--- config.mk ---
export PLATFORM = sky130hd
export DESIGN_NAME = lcd_text_source
export DESIGN_NICKNAME = d
export VERILOG_FILES = /design/src/rtl/lcd_pkg.sv /design/src/rtl/lcd_char_ram.sv /design/src/rtl/lcd_text_source.sv
export SDC_FILE = /design/constraint.sdc
export NUM_CORES = 1
export LEC_CHECK = 0
export BUFFER_PORTS_ARGS = -buffer_cell sky130_fd_sc_hd__buf_2
export CAP_MARGIN = 5
export CORE_MARGIN = 2
export CORE_UTILIZATION = 68
export CTS_CLUSTER_SIZE = 20
export DETAILED_ROUTE_END_ITERATION = 10
export GPL_ROUTABILITY_DRIVEN = 0
export PLACE_DENSITY = 0.86
export SETUP_SLACK_MARGIN = 0.2
export SLEW_MARGIN = 20
export SYNTH_ARGS = -nofsm -noshare
export SYNTH_HDL_FRONTEND = slang
export SYNTH_SLANG_ARGS = --single-unit
export TNS_END_PERCENT = 5
--- constraint.sdc ---
create_clock -name CLK -period 4.2 [get_ports CLK]
set_input_delay 0.84 -clock CLK [delete_from_list [all_inputs] [get_ports CLK]]
set_output_delay 0.84 -clock CLK [all_outputs]
set_load 0.02 [all_outputs]
--- src/rtl/lcd_pkg.sv ---
// rtl/lcd_pkg.sv - shared definitions for the PmodCLP text source and LCD write engine
package lcd_pkg;

  localparam logic       LCD_RS_CMD    = 1'b0;
  localparam logic       LCD_RS_DATA   = 1'b1;
  localparam logic [7:0] LCD_SET_DDRAM = 8'h80;
  localparam logic [7:0] LCD_LINE1_OFS = 8'h00;
  localparam logic [7:0] LCD_LINE2_OFS = 8'h40;
  localparam logic [7:0] FILL_CHAR     = 8'h20;

  typedef enum logic [2:0] {
    ST_IDLE,
    ST_ADDR1,
    ST_CHARS1,
    ST_ADDR2,
    ST_CHARS2,
    ST_DONE
  } lcd_state_t;

  function automatic logic [7:0] ddram_cmd(input logic [7:0] ofs);
    return LCD_SET_DDRAM | ofs;
  endfunction

endpackage

--- src/rtl/lcd_char_ram.sv ---
// rtl/lcd_char_ram.sv - character register file, one write port, one async read port
module lcd_char_ram
  import lcd_pkg::*;
#(
  parameter int         DEPTH  = 32,
  parameter int         ADDR_W = 5,
  parameter logic [7:0] FILL   = FILL_CHAR
) (
  input  logic              clk,
  input  logic              rst_n,
  input  logic              wr_en,
  input  logic [ADDR_W-1:0] wr_addr,
  input  logic [7:0]        wr_data,
  input  logic [ADDR_W-1:0] rd_addr,
  output logic [7:0]        rd_data
);

  logic [7:0] mem [DEPTH];

  always_ff @(posedge clk or negedge rst_n) begin
    if (!rst_n) begin
      for (int i = 0; i < DEPTH; i++) mem[i] <= FILL;
    end else if (wr_en) begin
      mem[wr_addr] <= wr_data;
    end
  end

  assign rd_data = mem[rd_addr];

endmodule

--- src/rtl/lcd_text_source.sv ---
// rtl/lcd_text_source.sv - 2-line text buffer streaming full-screen refresh commands to the LCD driver
module lcd_text_source
  import lcd_pkg::*;
#(
  parameter int         LINE_LEN  = 16,
  parameter int         ADDR_W    = $clog2(2*LINE_LEN),
  parameter logic [7:0] LINE1_CMD = ddram_cmd(LCD_LINE1_OFS),
  parameter logic [7:0] LINE2_CMD = ddram_cmd(LCD_LINE2_OFS),
  parameter logic [7:0] FILL_CHAR = lcd_pkg::FILL_CHAR
) (
  input  logic              CLK,
  input  logic              RSTN,
  input  logic              wr_en,
  input  logic [ADDR_W-1:0] wr_addr,
  input  logic [7:0]        wr_char,
  input  logic              refresh,
  output logic              cmd_valid,
  input  logic              cmd_ready,
  output logic              cmd_rs,
  output logic [7:0]        cmd_data,
  output logic              busy,
  output logic              frame_done
);

  localparam int                DEPTH      = 2*LINE_LEN;
  localparam logic [ADDR_W-1:0] LINE2_BASE = ADDR_W'(LINE_LEN);
  localparam logic [ADDR_W-1:0] LAST1      = ADDR_W'(LINE_LEN-1);
  localparam logic [ADDR_W-1:0] LAST2      = ADDR_W'(DEPTH-1);
  localparam logic [ADDR_W-1:0] ONE        = ADDR_W'(1);

  lcd_state_t        state, state_n;
  logic [ADDR_W-1:0] ptr, ptr_n, rd_addr;
  logic              dirty, dirty_n, rs_n, xfer, wr_ok;
  logic [7:0]        data_n, rd_data;

  // Non-power-of-two depths leave address codes with no backing entry.
  assign wr_ok = wr_en && (32'(wr_addr) < DEPTH);

  lcd_char_ram #(
    .DEPTH  (DEPTH),
    .ADDR_W (ADDR_W),
    .FILL   (FILL_CHAR)
  ) u_ram (
    .clk     (CLK),
    .rst_n   (RSTN),
    .wr_en   (wr_ok),
    .wr_addr (wr_addr),
    .wr_data (wr_char),
    .rd_addr (rd_addr),
    .rd_data (rd_data)
  );

  assign xfer       = cmd_valid & cmd_ready;
  assign cmd_valid  = state inside {ST_ADDR1, ST_CHARS1, ST_ADDR2, ST_CHARS2};
  assign busy       = (state != ST_IDLE);
  assign frame_done = (state == ST_DONE);

  // The read address always points at the entry that the next transfer will load.
  always_comb begin
    rd_addr = ptr + ONE;
    if (state == ST_ADDR1) rd_addr = '0;
    else if (state == ST_ADDR2) rd_addr = LINE2_BASE;
  end

  always_comb begin
    state_n = state;
    ptr_n   = ptr;
    dirty_n = dirty;
    rs_n    = cmd_rs;
    data_n  = cmd_data;
    unique case (state)
      ST_IDLE: begin
        if (dirty) begin
          dirty_n = 1'b0;
          rs_n    = LCD_RS_CMD;
          data_n  = LINE1_CMD;
          state_n = ST_ADDR1;
        end
      end
      ST_ADDR1: begin
        if (xfer) begin
          rs_n    = LCD_RS_DATA;
          data_n  = rd_data;
          ptr_n   = '0;
          state_n = ST_CHARS1;
        end
      end
      ST_CHARS1: begin
        if (xfer) begin
          if (ptr == LAST1) begin
            rs_n    = LCD_RS_CMD;
            data_n  = LINE2_CMD;
            state_n = ST_ADDR2;
          end else begin
            ptr_n  = ptr + ONE;
            rs_n   = LCD_RS_DATA;
            data_n = rd_data;
          end
        end
      end
      ST_ADDR2: begin
        if (xfer) begin
          rs_n    = LCD_RS_DATA;
          data_n  = rd_data;
          ptr_n   = LINE2_BASE;
          state_n = ST_CHARS2;
        end
      end
      ST_CHARS2: begin
        if (xfer) begin
          if (ptr == LAST2) begin
            state_n = ST_DONE;
          end else begin
            ptr_n  = ptr + ONE;
            rs_n   = LCD_RS_DATA;
            data_n = rd_data;
          end
        end
      end
      ST_DONE: state_n = ST_IDLE;
      default: state_n = ST_IDLE;
    endcase
    // A new request in the launch cycle must survive the clear above.
    if (wr_ok || refresh) dirty_n = 1'b1;
  end

  always_ff @(posedge CLK or negedge RSTN) begin
    if (!RSTN) begin
      state    <= ST_IDLE;
      ptr      <= '0;
      dirty    <= 1'b1;
      cmd_rs   <= LCD_RS_CMD;
      cmd_data <= 8'h00;
    end else begin
      state    <= state_n;
      ptr      <= ptr_n;
      dirty    <= dirty_n;
      cmd_rs   <= rs_n;
      cmd_data <= data_n;
    end
  end

endmodule

==> results.toml <==
[critical_path]
cp_cell_sequence = "ha_2 > buf_4 > mux2_2 > a221oi_1 > nor3_1 > nor3_1 > a311oi_1"
crit_required_ns = 4.59
timing.critical_path.to_type = "register"
cp-start-kind = "register"
worst_path_most_repeated_cell = "sky130_fd_sc_hd__nor3_1"
critical_path_class = "reg2reg"
worst_path_dominant_cell_family = "adder cells"
arrival_ns = 3.49
critPathMaxStageDelay_ns = 0.64
critical-path-slowest-cell = "sky130_fd_sc_hd__ha_2"
critical_path.max_fanout = 38
critical_path_buf_inv_count = 1

[drt]
wl_per_cell_um = 24.5
drt-total-wl_um = 33700
detailroute.via_count = 9367
drt_pass1_iterations = 7
post_drt_via_cell_ratio = 6.80
drt_drc = 0
dr.first_iter.drc_count = 945
antenna_left = 0

[grt]
grt_pass1_vias = 9533
maximum_number_of_pins_on_one_net_before_global_route_repair = 107
grt_use_total = 0.322
number_of_antenna_violations_at_the_first_check_in_global_routing = 0
global_route.overflow_total = 0
first_pass_grt_wire_length_um = 53700

[clock_network]
numClockSinks = 274
max-clock-path-buffers = 3
tritoncts.num_buffers = 28
postCtsHoldBufs = 0
cts_root_buf = "sky130_fd_sc_hd__clkbuf_16"
cts.htree.levels = 1
clock_insertion_delay_worst_skew_ns = 0.55
clk_transition_reported_paths_ns = 0.07
cts_tree = "yes"
post_cts.resized_instances = 0
post-cts-setup-buffer-count = 0

[timing]
setup-tns-final_ns = 0
rsz_0062_raised_after_global_routing = "no"
fin_worst_skew_ns = 0.0208
max_slew_margin = 0.264
finalHoldViolations = 0
drv_slew = 0
min_period_over_period = 0.739
setup_viol = 0
tightest_slew_ns = 1.10
fmax_ghz = 0.322
timing.final.crit_period_ns = 3.10

[placement]
post_dp_hpwl_um = 21000
dpl_cell_area_um2 = 13800
numPortBuffers = 29

[die]
design.core.area_um2 = 19500
placement_rows = 51
fp.dieW_um = 145
floorplan.die.height_um = 145
starting_density_of_the_core = 0.695
design.die.area_um2 = 21100
top_level_ports = 30

[synthesis]
synth_enable_flop_cells = 0
dominantRegCellSynth = "sky130_fd_sc_hd__dfrtp_1"
synth.yosys.seq_area_share = 0.508
synth-async-reset-ratio = 1.00
synthesis.yosys.warnings = 0
syn_inst = 1104
post_synthesis_instance_area_um2 = 13600
syn_nets = 1125
netlist-cell-type-count = 65
synth-seq-cells = 274
syn_avg_cell_area_um2 = 12.3

[status]
run_status = "completed"

[power_and_ir_drop]
power_density_nw_per_um2 = 632
worst_ir_drop_vdd_uv = 457
p_leak_nw = 6.38

[cells_and_area]
antennaDiodeCount = 0
syn2layout_area_growth_pct = 8.48
final_net_count = 1113
fill_cells = 1253
layout-drive-gt1-share = 0.405
postLayoutCellArea_um2 = 14700

[hold_path]
worst_min_delay_path_class = "in2async"

[job]
max_cap_violations = 0
layer usage:
layer | GRT usage | vias up | routed length [µm] | part of all wire
li1 | - | 4009 | - | -
met1 | 0.455 | 4798 | 14000 | 0.41
met2 | 0.514 | 472 | 16000 | 0.47
met3 | 0.0588 | 88 | 2690 | 0.080
met4 | 0.0966 | 0 | 1040 | 0.031
met5 | 0 | - | 0 | 0
flip-flops by register name (all words and copies together) (netlist names):
name / count
u_ram.mem: 256
ptr: 5
cmd_data: 8
dirty: 1
state: 3
cmd_rs: 1
worst paths after layout:
path                          from             end  slack, ns  cells past startpoint
max                         ptr[0]     cmd_data[7]       1.10                      7
min                           RSTN   u_ram.mem[65]       0.36                      1
max reg2reg                 ptr[0]     cmd_data[7]       1.10                      7
min reg2reg                 cmd_rs          cmd_rs       0.49                      2
max in group asynchronous     RSTN  u_ram.mem[125]       2.76                      2
min in group CLK           refresh           dirty       0.49                      2
cell families (layout without fill, tap and decap cells):
kind of cell               after synthesis  in the layout  share of synthesized area
DFF                                    274            274                      0.508
xor gates and xnor gates                 4              4                    0.00396
and+or+nand+nor                        230            230                     0.0882
buffers and inverters                   94            102                     0.0321
muxes                                  318            318                      0.268
AOI/OAI and AO/OA                      181            181                     0.0972
adders and majority gates                3              3                    0.00277
layout by cell type (no fill, tap or decap), drive strengths merged, types with 13 or more instances in the layout:
master     n
mux2     301
dfrtp    241
nand2     80
nor2      46
clkbuf    45
buf       42
o21ai     41
dfstp     33
nand2b    30
a21oi     30
or3       26
o211ai    15
o221ai    14
o2bb2ai   13
layout make-up:
cell class | instances | area [µm²] | area share
Sequential cell | 274 | 6900 | 0.469
Multi-Input combinational cell | 736 | 6250 | 0.424
Clock buffer | 45 | 866 | 0.0588
Tap cell | 265 | 332 | 0.0225
Timing Repair Buffer | 42 | 265 | 0.0180
Clock inverter | 5 | 75.1 | 0.00510
Inverter | 10 | 37.5 | 0.00255
synthesized netlist by cell type, types with 4 or more instances:
master	number	area share
sky130_fd_sc_hd__o21ai_0	38	0.014
sky130_fd_sc_hd__nor2_2	9	0.0041
sky130_fd_sc_hd__buf_2	27	0.010
sky130_fd_sc_hd__nor2b_1	6	0.0028
sky130_fd_sc_hd__nand2b_1	30	0.014
sky130_fd_sc_hd__inv_1	9	0.0025
sky130_fd_sc_hd__mux2i_1	11	0.0081
sky130_fd_sc_hd__a21oi_1	30	0.011
sky130_fd_sc_hd__and2_1	8	0.0037
sky130_fd_sc_hd__o311ai_2	6	0.0072
sky130_fd_sc_hd__or4_1	6	0.0033
sky130_fd_sc_hd__dfrtp_1	241	0.44
sky130_fd_sc_hd__a2bb2oi_1	12	0.0077
sky130_fd_sc_hd__o22ai_1	10	0.0046
sky130_fd_sc_hd__o311a_1	6	0.0044
sky130_fd_sc_hd__a211oi_1	7	0.0039
sky130_fd_sc_hd__o2bb2ai_1	12	0.0077
sky130_fd_sc_hd__o211ai_1	15	0.0083
sky130_fd_sc_hd__o221ai_1	14	0.0090
sky130_fd_sc_hd__nor3b_1	4	0.0022
sky130_fd_sc_hd__nor2_1	35	0.0097
sky130_fd_sc_hd__clkbuf_1	44	0.012
sky130_fd_sc_hd__a31oi_1	4	0.0018
sky130_fd_sc_hd__or3_1	26	0.012
sky130_fd_sc_hd__buf_4	9	0.0050
sky130_fd_sc_hd__nand3b_1	4	0.0022
sky130_fd_sc_hd__nand2_1	80	0.022
sky130_fd_sc_hd__mux4_2	6	0.010
sky130_fd_sc_hd__mux2_2	300	0.25
sky130_fd_sc_hd__a221o_1	5	0.0037
sky130_fd_sc_hd__dfstp_2	33	0.064
through the flow:
step,setup WS (ns),util,power (mW),hold slack [ns],instances
3_5_place_dp,1.22,0.706,6.71,0.484,1327
3_3_place_gp,1.26,0.706,6.60,0.470,1327
6_report,1.10,0.754,9.31,0.361,1377
5_1_grt,1.01,0.754,9.74,0.414,1377
4_1_cts,1.20,0.754,9.25,0.395,1377
2_1_floorplan,1.82,-,5.88,0.471,1104
where the power goes:
group	internal, mW	switching [mW]	total (mW)
sequential	3.23	0.355	3.59
combinational	1.36	1.83	3.19
clock	1.52	1.01	2.53
total	6.12	3.20	9.31
Power figures use the tool's default switching activity.
